**src/rtl/ram_arb_pkg.sv**
```systemverilog
// Shared types and constants for the SDRAM byte-port arbiter.
package ram_arb_pkg;

    typedef enum logic [1:0] {
        IDLE,
        ISSUE,
        WAIT,
        DONE
    } state_t;

    typedef enum logic [1:0] {
        REQ_LD,
        REQ_CPU,
        REQ_VID
    } req_id_t;

    // Read data returned when an access is aborted by the timeout.
    localparam logic [7:0] DATA_ABORT = 8'hFF;

endpackage

```
**src/rtl/rr_pick2.sv**
```systemverilog
// Two-way round-robin pick. favour_b selects which side wins a tie;
// a lone requester always wins. Pointer storage lives in the parent.
module rr_pick2 (
    input  logic req_a,
    input  logic req_b,
    input  logic favour_b,
    output logic grant_a,
    output logic grant_b
);

    // Tie goes to the favoured side, otherwise the only requester wins.
    always_comb begin
        grant_a = req_a && (!req_b || !favour_b);
        grant_b = req_b && (!req_a ||  favour_b);
    end

endmodule

```
**src/rtl/ram_port_arbiter.sv**
```systemverilog
// Shares the single SDRAM byte port between loader, CPU and video fetch.
// Loader has fixed priority; CPU and video alternate round-robin.
//
// state | meaning
// IDLE  | arbitrate pending requests, latch winner's command
// ISSUE | one-cycle mem_we / mem_rd strobe, clear timeout counter
// WAIT  | wait for mem_ready or timeout
// DONE  | one-cycle ack to the winner, update round-robin pointer
module ram_port_arbiter
    import ram_arb_pkg::*;
#(
    parameter int AW      = 25,
    parameter int TIMEOUT = 64
) (
    input  logic          clk_sys,
    input  logic          reset,
    input  logic          ld_req,
    input  logic [AW-1:0] ld_addr,
    input  logic [7:0]    ld_din,
    output logic          ld_ack,
    input  logic          cpu_req,
    input  logic          cpu_we,
    input  logic [AW-1:0] cpu_addr,
    input  logic [7:0]    cpu_din,
    output logic [7:0]    cpu_dout,
    output logic          cpu_ack,
    input  logic          vid_req,
    input  logic [AW-1:0] vid_addr,
    output logic [7:0]    vid_dout,
    output logic          vid_ack,
    output logic [AW-1:0] mem_addr,
    output logic [7:0]    mem_din,
    output logic          mem_we,
    output logic          mem_rd,
    input  logic [7:0]    mem_dout,
    input  logic          mem_ready,
    output logic          busy,
    output logic          err
);

    localparam int CW = (TIMEOUT > 1) ? $clog2(TIMEOUT) : 1;

    state_t          state;
    state_t          state_nxt;
    req_id_t         owner;
    logic            is_write;
    logic [CW-1:0]   tmo_cnt;
    logic            favour_vid;
    logic            pick_cpu;
    logic            pick_vid;
    logic            timeout_hit;
    logic            access_end;

    rr_pick2 u_pick (
        .req_a    (cpu_req),
        .req_b    (vid_req),
        .favour_b (favour_vid),
        .grant_a  (pick_cpu),
        .grant_b  (pick_vid)
    );

    assign timeout_hit = (state == WAIT) && !mem_ready && (tmo_cnt == CW'(TIMEOUT - 1));
    assign access_end  = (state == WAIT) && (mem_ready || timeout_hit);

    // Next-state decode and the strobe/ack/status outputs derived from state.
    always_comb begin
        state_nxt = state;
        mem_we    = 1'b0;
        mem_rd    = 1'b0;
        ld_ack    = 1'b0;
        cpu_ack   = 1'b0;
        vid_ack   = 1'b0;
        busy      = (state != IDLE);
        err       = timeout_hit;
        case (state)
            IDLE: begin
                if (ld_req || cpu_req || vid_req) state_nxt = ISSUE;
            end
            ISSUE: begin
                mem_we    = is_write;
                mem_rd    = !is_write;
                state_nxt = WAIT;
            end
            WAIT: begin
                if (access_end) state_nxt = DONE;
            end
            DONE: begin
                ld_ack    = (owner == REQ_LD);
                cpu_ack   = (owner == REQ_CPU);
                vid_ack   = (owner == REQ_VID);
                state_nxt = IDLE;
            end
            default: state_nxt = IDLE;
        endcase
    end

    // State register, command latch, timeout counter, read data and rr pointer.
    always_ff @(posedge clk_sys) begin
        if (reset) begin
            state      <= IDLE;
            owner      <= REQ_CPU;
            is_write   <= 1'b0;
            tmo_cnt    <= '0;
            favour_vid <= 1'b0;
            mem_addr   <= '0;
            mem_din    <= '0;
            cpu_dout   <= DATA_ABORT;
            vid_dout   <= DATA_ABORT;
        end else begin
            state <= state_nxt;
            case (state)
                IDLE: begin
                    if (ld_req) begin
                        owner    <= REQ_LD;
                        mem_addr <= ld_addr;
                        mem_din  <= ld_din;
                        is_write <= 1'b1;
                    end else if (pick_cpu) begin
                        owner    <= REQ_CPU;
                        mem_addr <= cpu_addr;
                        mem_din  <= cpu_din;
                        is_write <= cpu_we;
                    end else if (pick_vid) begin
                        // Video has no write data; mem_din keeps its last value.
                        owner    <= REQ_VID;
                        mem_addr <= vid_addr;
                        is_write <= 1'b0;
                    end
                end
                ISSUE: begin
                    tmo_cnt <= '0;
                end
                WAIT: begin
                    tmo_cnt <= tmo_cnt + 1'b1;
                    // Read data lands in the output register here so it is
                    // already valid in the ack cycle.
                    if (access_end && !is_write) begin
                        if (owner == REQ_CPU) cpu_dout <= mem_ready ? mem_dout : DATA_ABORT;
                        if (owner == REQ_VID) vid_dout <= mem_ready ? mem_dout : DATA_ABORT;
                    end
                end
                DONE: begin
                    // Favour whichever of CPU/video was not just served.
                    if (owner != REQ_LD) favour_vid <= (owner == REQ_CPU);
                end
                default: ;
            endcase
        end
    end

endmodule

```
**config.mk**
```make
export PLATFORM = sky130hd
export DESIGN_NAME = ram_port_arbiter
export DESIGN_NICKNAME = d
export VERILOG_FILES = /design/src/rtl/ram_arb_pkg.sv /design/src/rtl/rr_pick2.sv /design/src/rtl/ram_port_arbiter.sv
export SDC_FILE = /design/constraint.sdc
export NUM_CORES = 1
export LEC_CHECK = 0
export ABC_AREA = 1
export CAP_MARGIN = 20
export CORE_MARGIN = 2
export CORE_UTILIZATION = 44
export CTS_BUF_LIST = sky130_fd_sc_hd__clkbuf_4
export DETAILED_ROUTE_END_ITERATION = 10
export GPL_ROUTABILITY_DRIVEN = 0
export GPL_TIMING_DRIVEN = 0
export PLACE_DENSITY = 0.89
export SYNTH_ARGS = -nofsm -noshare
export SYNTH_HDL_FRONTEND = slang
export SYNTH_HIERARCHICAL = 1
export SYNTH_SLANG_ARGS = --single-unit
```
**constraint.sdc**
```tcl
create_clock -name clk_sys -period 2.5 [get_ports clk_sys]
set_input_delay 0.625 -clock clk_sys [delete_from_list [all_inputs] [get_ports clk_sys]]
set_output_delay 0.625 -clock clk_sys [all_outputs]
set_load 0.005 [all_outputs]
```
==> run_results.csv, run 1 <==
group,metric,value,unit
status,outcome,"complete, no violations",
worst_hold_path,whs_endpoint,"cpu_dout[0]$_SDFFE_PP1P_",
placed_design,dpl.cell_count,682,
layout,antenna_cells,0,
clock_network,h-tree-depth,3,
layout,final_common_cell,"clkdlybuf4s50_1",
grt,grt_max_degree,11,
timing,hold_viol,0,
routing,vias_per_cell,5.08,
timing,tns,0,ns
worst_setup_path,end_kind,"primary output",
worst_setup_path,r2r-start,"favour_vid$_SDFFE_PP0P_",
timing,fmax,0.416,GHz
timing,finalCriticalPeriod,2.40,ns
logic_synthesis,synth_mux_area_share,0,%
placed_design,dp_hpwl,7720,um
worst_setup_path,crit_type,"register to primary output",
layout,design_area,0.00487,sq mm
clock_network,cts.sinks,61,
timing,max_slew.worst_pin.slew,0.601,ns
timing,maxSlewHeadroom,59.9,%
worst_hold_path,worstHoldPathType,"register to register",
clock_network,tritoncts,"done",
power,vdd_ir_drop_max,463,uV
grt,busiest_layer,"met2",
floorplan,core-area,0.00672,sq mm
grt,grt_pass1_wl,15300,um
logic_synthesis,ys_seq_area_share,40.2,%
floorplan,die_x,87.1,um
routing,drt_iter0_drc,167,
routing,antenna_left,0,
clock_network,cts_root_buf,"clkbuf_4",
routing,wl_per_cell,14.2,um
grt,gr-usage-met2,45.5,%
timing,setup_viol,0,
floorplan,fp.dieH,87.1,um
logic_synthesis,syn-num-nets,553,
logic_synthesis,synth_fa_ha_area_share,2.06,%
layout,final_cell_count_no_fill,699,
logic_synthesis,netlist_area,0.00304,sq mm
logic_synthesis,yosys_warnings,6,
clock_network,cts.path.max_buffers,2,
logic_synthesis,synth.distinct_cells,27,
floorplan,pin_count,162,
logic_synthesis,synth_xor_xnor_area_share,0.577,%
routing,firstDrtPassIters,4,
grt,gr-total-overflow,0,
layout,drive_above_1_share,8.24,%
worst_setup_path,cp-start-kind,"register",
grt,antenna_found_initial,0,
logic_synthesis,netlist_instances,442,
worst_setup_path,crit_buf_inv,2,
logic_synthesis,yosys.area_share.simple,40.8,%
timing,holdWs,0.469,ns
timing,setup_ws,0.0954,ns
worst_setup_path,worst_r2r_path_depth,6,
worst_setup_path,arrival,1.78,ns
layout,final_cell_mix,"160 x clkdlybuf4s50_1, 128 x nand2_1, 64 x nor2_1",
floorplan,dieArea,0.00758,sq mm
grt,grt_use_met1,29.7,%
clock_network,insertion_delay,0.38,ns
power,power.density,780,mW/mm^2
routing,drt_wl_total,9910,um
placed_design,place_ws,-0.0501,ns
worst_setup_path,cp.required,1.88,ns
timing,fin_crit_sh,96.2,%
grt,grt_pass1_vias,3297,
worst_hold_path,min_delay_path_depth,2,
worst_setup_path,path_max_fanout,4,
worst_setup_path,critPathSlowestCell,"clkdlybuf4s50_1",
routing,routed-via-count,3552,
floorplan,floorplan.initialDensity,45.2,%
clock_network,holdBufCountCts,0,
grt,track_usage,25.7,%
worst_setup_path,reg2reg_slack,0.78,ns
worst_setup_path,crit_family,"buffers and inverters",
logic_synthesis,synth-compound-area-share,9.85,%
layout,layout.nets,726,
floorplan,num_rows,30,
placed_design,placed_cell_area,0.00474,sq mm
logic_synthesis,synth_top_family_by_area,"simple AND/OR/NAND/NOR gates",
timing,maxSlewViolCount,0,
power,p_leak,2.09,nW
clock_network,cts_buffers,9,
power,total_power,3.80,mW
logic_synthesis,ys_ff_latch,61,
job,maxCapViolCount,0,
layout,synthToLayoutAreaGrowth,60.5,%
worst_setup_path,critPathMaxStageDelay,0.57,ns
worst_setup_path,regToRegEndpoint,"mem_addr[18]$_SDFFE_PP0P_",
placed_design,port_buffers,160,
clock_network,path_clk_slew,0.10,ns
routing,route.detailed.drc,0,
worst_hold_path,min_from,"cpu_dout[0]$_SDFFE_PP1P_",
grt,use_met3,7.20,%
worst_setup_path,worstPathCellList,"ha_1 -> inv_1 -> nor3_1 -> clkdlybuf4s50_1",
timing,rsz0062_at_grt,"true",
timing,skew,0.00931,ns
logic_synthesis,syn_avg_cell_area,6.87,sq um
layout,postLayoutCoreUtil,72.6,%
[power by group]
part / internal (mW) / switching [mW] / total, mW
logic: 0.931 / 0.903 / 1.83
clock network: 0.227 / 0.335 / 0.562
registers: 1.24 / 0.162 / 1.40
total: 2.40 / 1.40 / 3.80
[how the worst max path moves through the flow]
stage                                      from                   endpoint  slack [ns]  depth (start not counted)
after floorplan                         cpu_req  mem_addr[10]$_SDFFE_PP0P_        0.67                          8
after global placement                  cpu_req  mem_addr[22]$_SDFFE_PP0P_        0.02                          9
after detailed placement                cpu_req   mem_addr[8]$_SDFFE_PP0P_       -0.05                          9
after CTS                 state[0]$_SDFFE_PP0P_                       busy       0.003                          4
after global routing      state[1]$_SDFFE_PP0P_                    vid_ack       -0.02                          4
final                     state[1]$_SDFFE_PP0P_                    vid_ack         0.1                          4
[layout make-up]
class                      instances  area (sq um)
buffer                            20           119
clock buffer                      12          90.1
clock inverter                     3          13.8
fill                             570          1840
inverter                          21          78.8
multi-input combinational        340          1630
sequential                        61          1220
tap                               80           100
timing repair buffer             162          1620
[sequential cells by signal, summed over array words and instances, names as in the netlist]
register	count
owner	2
favour_vid	1
vid_dout	8
mem_din	8
tmo_cnt	6
is_write	1
cpu_dout	8
mem_addr	25
state	2
[layer usage]
layer  up-vias  share of wire, %
met5         -                 0
met4         0               1.8
met3        16               7.9
met2       145                49
met1      1591                41
li1       1800                 -
[cell usage after synthesis]
master      n  area share [%]
nand2_1   128              16
buf_4       4            0.99
nor2_1     64             7.9
xor2_1      2            0.58
nor3b_1     1            0.25
nor2_8      3             2.0
a21oi_1    10             1.6
ha_1        5             2.1
nor3_1      5            0.82
nand2_2     1            0.21
clkbuf_1    8            0.99
inv_2       2            0.25
o21ai_1     2            0.33
o21ai_0    33             5.4
inv_1      17             2.1
a211oi_1    1            0.25
a31oi_1     8             1.6
or2_2       8             1.6
nand4_1    16             3.3
clkinv_1    2            0.25
buf_6       3             1.1
o21ai_4     1            0.54
nor2_2      2            0.41
nor2_4      1            0.37
nand3_1    49             8.1
dfxtp_1    61              40
buf_2       5            0.82
[worst min-delay path: stages (launching register included)]
cell and delay, ns:
dfxtp_1 0.34, nand2_1 0.05, nand3_1 0.05
[cells by family (layout without fill, tap and decap cells)]
group | count (synthesis) | in the layout
AOI/OAI and AO/OA | 55 | 55
and+or+nand+nor | 278 | 278
adders and majority gates | 5 | 5
buffers and inverters | 41 | 218
DFF | 61 | 61
xor gates and xnor gates | 2 | 2
[what timing repair did]
action,CTS,global route
pin swaps,0,1
endpoints found under the setup margin,1,4
buffers inserted,0,2
gates resized for setup,1,5
(Power assumes the default switching activity.)
==> inputs of run 2 (changes only) <==
- CORE_UTILIZATION: 44 -> 33
- PLACE_DENSITY: 0.89 -> 0.69
==> run_results.csv, run 2 (synthesis results as in run 1) <==
group,metric,value,unit
worst_setup_path,arrival,1.81,ns
layout,postLayoutCoreUtil,54.8,%
routing,drt-met1-wl,4210,um
routing,vias_per_cell,4.80,
routing,antenna_left,0,
layout,design_area,0.00496,sq mm
floorplan,pin_count,162,
clock_network,h-tree-depth,3,
routing,route.detailed.drc,0,
routing,firstDrtPassIters,4,
worst_hold_path,worstHoldPathType,"register to register",
worst_setup_path,reg2reg_slack,0.79,ns
routing,top_layer,"met4",
layout,antenna_cells,0,
clock_network,cts.path.max_buffers,2,
power,vdd_ir_drop_max,318,uV
timing,fin_crit_sh,97.4,%
floorplan,floorplan.initialDensity,33.5,%
routing,dr_wl_met3,830,um
grt,antenna_found_initial,0,
grt,gr-total-overflow,0,
timing,fmax,0.411,GHz
placed_design,dpl.cell_count,713,
routing,routed-via-count,3508,
timing,max_slew.worst_pin.slew,0.579,ns
job,maxCapViolCount,0,
routing,wl_per_cell,13.3,um
clock_network,cts_root_buf,"clkbuf_4",
grt,grt_pass1_vias,3250,
timing,finalCriticalPeriod,2.43,ns
placed_design,dp_hpwl,7640,um
timing,maxSlewHeadroom,61.4,%
timing,rsz0062_at_grt,"false",
timing,hold_viol,0,
worst_setup_path,path_max_fanout,2,
worst_setup_path,cp-start-kind,"input pin",
power,total_power,3.98,mW
routing,drt_iter0_drc,134,
clock_network,holdBufCountCts,0,
layout,final_common_cell,"clkdlybuf4s50_1",
timing,maxSlewViolCount,0,
clock_network,path_clk_slew,0.09,ns
grt,track_usage,19.3,%
floorplan,num_rows,35,
power,power.density,801,mW/mm^2
clock_network,cts_buffers,9,
placed_design,placed_cell_area,0.00478,sq mm
layout,drive_above_1_share,8.55,%
layout,layout.nets,726,
floorplan,core-area,0.00906,sq mm
clock_network,cts.sinks,61,
grt,grt_max_degree,11,
grt,grt_pass1_wl,15400,um
power,p_leak,2.11,nW
clock_network,insertion_delay,0.40,ns
routing,wl_met2,4520,um
layout,synthToLayoutAreaGrowth,63.5,%
placed_design,port_buffers,160,
floorplan,die_x,99.9,um
status,outcome,"complete, no violations",
layout,largest-register,"mem_addr",
floorplan,fp.dieH,99.9,um
layout,final_cell_mix,"160 x clkdlybuf4s50_1, 128 x nand2_1, 64 x nor2_1",
layout,largest_register_ffs,25,
worst_setup_path,end_kind,"primary output",
timing,skew,0.0167,ns
worst_setup_path,crit_type,"input pin to primary output",
floorplan,dieArea,0.00999,sq mm
timing,setup_viol,0,
clock_network,tritoncts,"done",
routing,drt_wl_total,9750,um
worst_setup_path,cp.required,1.88,ns
layout,final_cell_count_no_fill,731,
==> run 2: cell types whose count changed in the layout (fill, tap and decap cells not counted), sizes merged <==
cell	delta
clkbuf	-2
clkinv	+1
bufinv	+2
==> run 2: repair_timing <==
action / in CTS / in global routing
endpoints found under the setup margin: 2 / 1
setup buffers: 1 / 1
pin swaps: 0 / 1
cloned: 0 / 0
resized for setup: 4 / 4
==> run 2: routing by layer <==
layer  global-route usage, %  vias up
li1                        -     1799
met1                    24.0     1552
met2                    31.5      140
met3                    5.43       17
met4                    8.11        0
met5                       0        -
==> run 2: worst paths after layout <==
check,start,endpoint,depth (start not counted)
worst max register to register,state[1]$_SDFFE_PP0P_,mem_addr[5]$_SDFFE_PP0P_,9
worst min-delay path,vid_dout[2]$_SDFFE_PP1P_,vid_dout[2]$_SDFFE_PP1P_,2
worst max-delay path,mem_ready,err,5
worst min register to register,vid_dout[2]$_SDFFE_PP1P_,vid_dout[2]$_SDFFE_PP1P_,2
==> run 2: final cells by class <==
type                    instances  area (sq um)
plain buffers                  20           119
clock buffers                  10          75.1
clock inverters                 6          77.6
fillers                       890          4100
inverters                      21          78.8
multi-input cells             340          1630
flip-flops and latches         61          1230
well taps                     111           139
repair buffers                162          1620
==> run 2: critical path: stages <==
cell and delay, ns:
clkdlybuf4s50_1 0.43, nor2_1 0.11, nand2_1 0.09, inv_1 0.07, clkdlybuf4s50_1 0.50
==> run 2: power by group <==
part           switching (mW)  internal [mW]  total, mW
Sequential              0.160           1.25       1.41
Clock                   0.358          0.408      0.765
Combinational           0.882          0.923       1.81
==> run 2: stage by stage <==
step | hold WS, ns | setup slack [ns] | TNS, ns
global placement | 0.441 | -0.0120 | -0.0120
detailed placement | 0.445 | -0.0282 | -0.121
floorplan | 0.453 | 0.672 | 0
CTS | 0.470 | 0.0445 | 0
finish | 0.467 | 0.0655 | 0
global route | 0.497 | 0.00386 | 0
==> inputs of run 3 (changes only) <==
- ABC_CLOCK_PERIOD_IN_PS: not set -> 2000
- PLACE_DENSITY: 0.69 -> 0.72
- clock period: 2.5 -> 2 ns (I/O delays scaled with it)
==> run_results.csv, run 3 (synthesis results as in run 1) <==
group,metric,value,unit
timing,maxSlewHeadroom,57.9,%
routing,antenna_left,0,
worst_hold_path,worstHoldPathType,"register to register",
worst_hold_path,min_from,"vid_dout[6]$_SDFFE_PP1P_",
clock_network,cts.sinks,61,
worst_setup_path,r2r-start,"state[1]$_SDFFE_PP0P_",
clock_network,cts_root_buf,"clkbuf_4",
worst_setup_path,regToRegEndpoint,"cpu_dout[7]$_SDFFE_PP1P_",
layout,final_cell_count_no_fill,733,
worst_setup_path,arrival,1.41,ns
timing,rsz0062_at_grt,"true",
worst_setup_path,cp-start-kind,"register",
layout,final_cell_mix,"153 x clkdlybuf4s50_1, 128 x nand2_1, 63 x nor2_1",
worst_setup_path,path_max_fanout,3,
power,vdd_ir_drop_max,421,uV
routing,route.detailed.drc,0,
clock_network,cts.path.max_buffers,2,
routing,vias_per_cell,4.87,
routing,drt_wl_total,10100,um
layout,largest_register_ffs,25,
job,maxCapViolCount,0,
timing,holdWs,0.467,ns
clock_network,cts_buffers,9,
worst_setup_path,cp.required,1.50,ns
routing,drt-met1-wl,4120,um
floorplan,pin_count,162,
floorplan,dieArea,0.00999,sq mm
worst_setup_path,end_kind,"primary output",
floorplan,core-area,0.00906,sq mm
floorplan,num_rows,35,
grt,gr-total-overflow,0,
power,power.density,979,mW/mm^2
clock_network,holdBufCountCts,0,
placed_design,dp_hpwl,7690,um
routing,dr_wl_met3,811,um
grt,antenna_found_initial,0,
status,outcome,"complete, no violations",
layout,final_common_cell,"clkdlybuf4s50_1",
timing,fin_crit_sh,95.4,%
grt,grt_pass1_vias,3510,
grt,track_usage,20.3,%
clock_network,h-tree-depth,3,
power,total_power,4.89,mW
floorplan,die_x,99.9,um
clock_network,path_clk_slew,0.09,ns
worst_setup_path,worst_r2r_path_depth,8,
placed_design,dpl.cell_count,713,
timing,hold_viol,0,
routing,drt_iter0_drc,100,
layout,largest-register,"mem_addr",
timing,max_slew.worst_pin.slew,0.631,ns
layout,drive_above_1_share,10.5,%
timing,fmax,0.524,GHz
worst_setup_path,crit_type,"register to primary output",
timing,finalCriticalPeriod,1.91,ns
placed_design,port_buffers,160,
worst_hold_path,whs_endpoint,"vid_dout[6]$_SDFFE_PP1P_",
power,p_leak,2.13,nW
layout,antenna_cells,0,
grt,grt_max_degree,11,
timing,skew,0.0192,ns
routing,routed-via-count,3569,
routing,wl_per_cell,13.7,um
grt,grt_pass1_wl,16200,um
layout,layout.nets,730,
worst_hold_path,min_delay_path_depth,2,
timing,maxSlewViolCount,0,
layout,postLayoutCoreUtil,55.1,%
timing,setup_viol,0,
routing,firstDrtPassIters,4,
layout,synthToLayoutAreaGrowth,64.5,%
floorplan,fp.dieH,99.9,um
floorplan,floorplan.initialDensity,33.5,%
routing,top_layer,"met4",
routing,wl_met2,4990,um
worst_setup_path,reg2reg_slack,0.29,ns
clock_network,insertion_delay,0.40,ns
clock_network,tritoncts,"done",
==> run 3: cell types whose count changed in the layout (fill, tap and decap cells not counted), sizes merged <==
cell	change
clkbuf	+1
dlygate4sd2	+2
clkdlybuf4s50	-7
clkdlybuf4s15	+4
clkinv	-1
bufinv	-2
buf	+5
==> run 3: layout make-up <==
class,count,area (sq um)
buffer,20,119
clock buffer,11,82.6
clock inverter,3,15.0
fill,852,4070
inverter,21,88.8
multi-input combinational,340,1660
sequential,61,1230
tap,111,139
timing repair buffer,166,1660
==> run 3: what timing repair did <==
item / CTS / global route
pin swaps: 2 / 2
buffers inserted: 5 / 2
cloned: 0 / 0
setup endpoints to repair: 7 / 31
gates resized for setup: 30 / 8
==> run 3: layer usage <==
layer / global-route usage, % / vias to the layer above
li1: - / 1813
met1: 23.3 / 1607
met2: 35.8 / 137
met3: 5.43 / 12
met4: 8.22 / 0
met5: 0 / -
==> run 3: worst max-delay path by stage <==
stage,from,to,slack [ns],cells past startpoint
2_1_floorplan,cpu_req,mem_addr[10]$_SDFFE_PP0P_,0.30,8
3_3_place_gp,cpu_req,mem_addr[19]$_SDFFE_PP0P_,-0.38,9
3_5_place_dp,cpu_req,mem_addr[21]$_SDFFE_PP0P_,-0.41,9
4_1_cts,state[0]$_SDFFE_PP0P_,err,-0.07,8
5_1_grt,state[1]$_SDFFE_PP0P_,mem_rd,0.0002,6
6_report,state[1]$_SDFFE_PP0P_,mem_rd,0.09,6
==> run 3: per-stage QoR <==
step	worst slack, ns	instance area [sq um]	TNS, ns
global placement	-0.379	4780	-11.48
detailed placement	-0.405	4780	-12.19
global route	0.000208	5000	0
finish	0.0917	5000	0
CTS	-0.0707	4960	-0.0707
floorplan	0.297	3040	0
==> run 3: report_power, final <==
part / switching (mW) / internal [mW] / total, mW
logic: 1.17 / 1.26 / 2.43
clock network: 0.426 / 0.265 / 0.691
registers: 0.202 / 1.56 / 1.77
==> run 3: critical path, stage by stage (launching register included) <==
cell	delay (ns)
dfxtp_4	0.36
buf_4	0.14
inv_4	0.06
ha_4	0.12
inv_1	0.04
nor2_1	0.09
clkdlybuf4s15_1	0.21
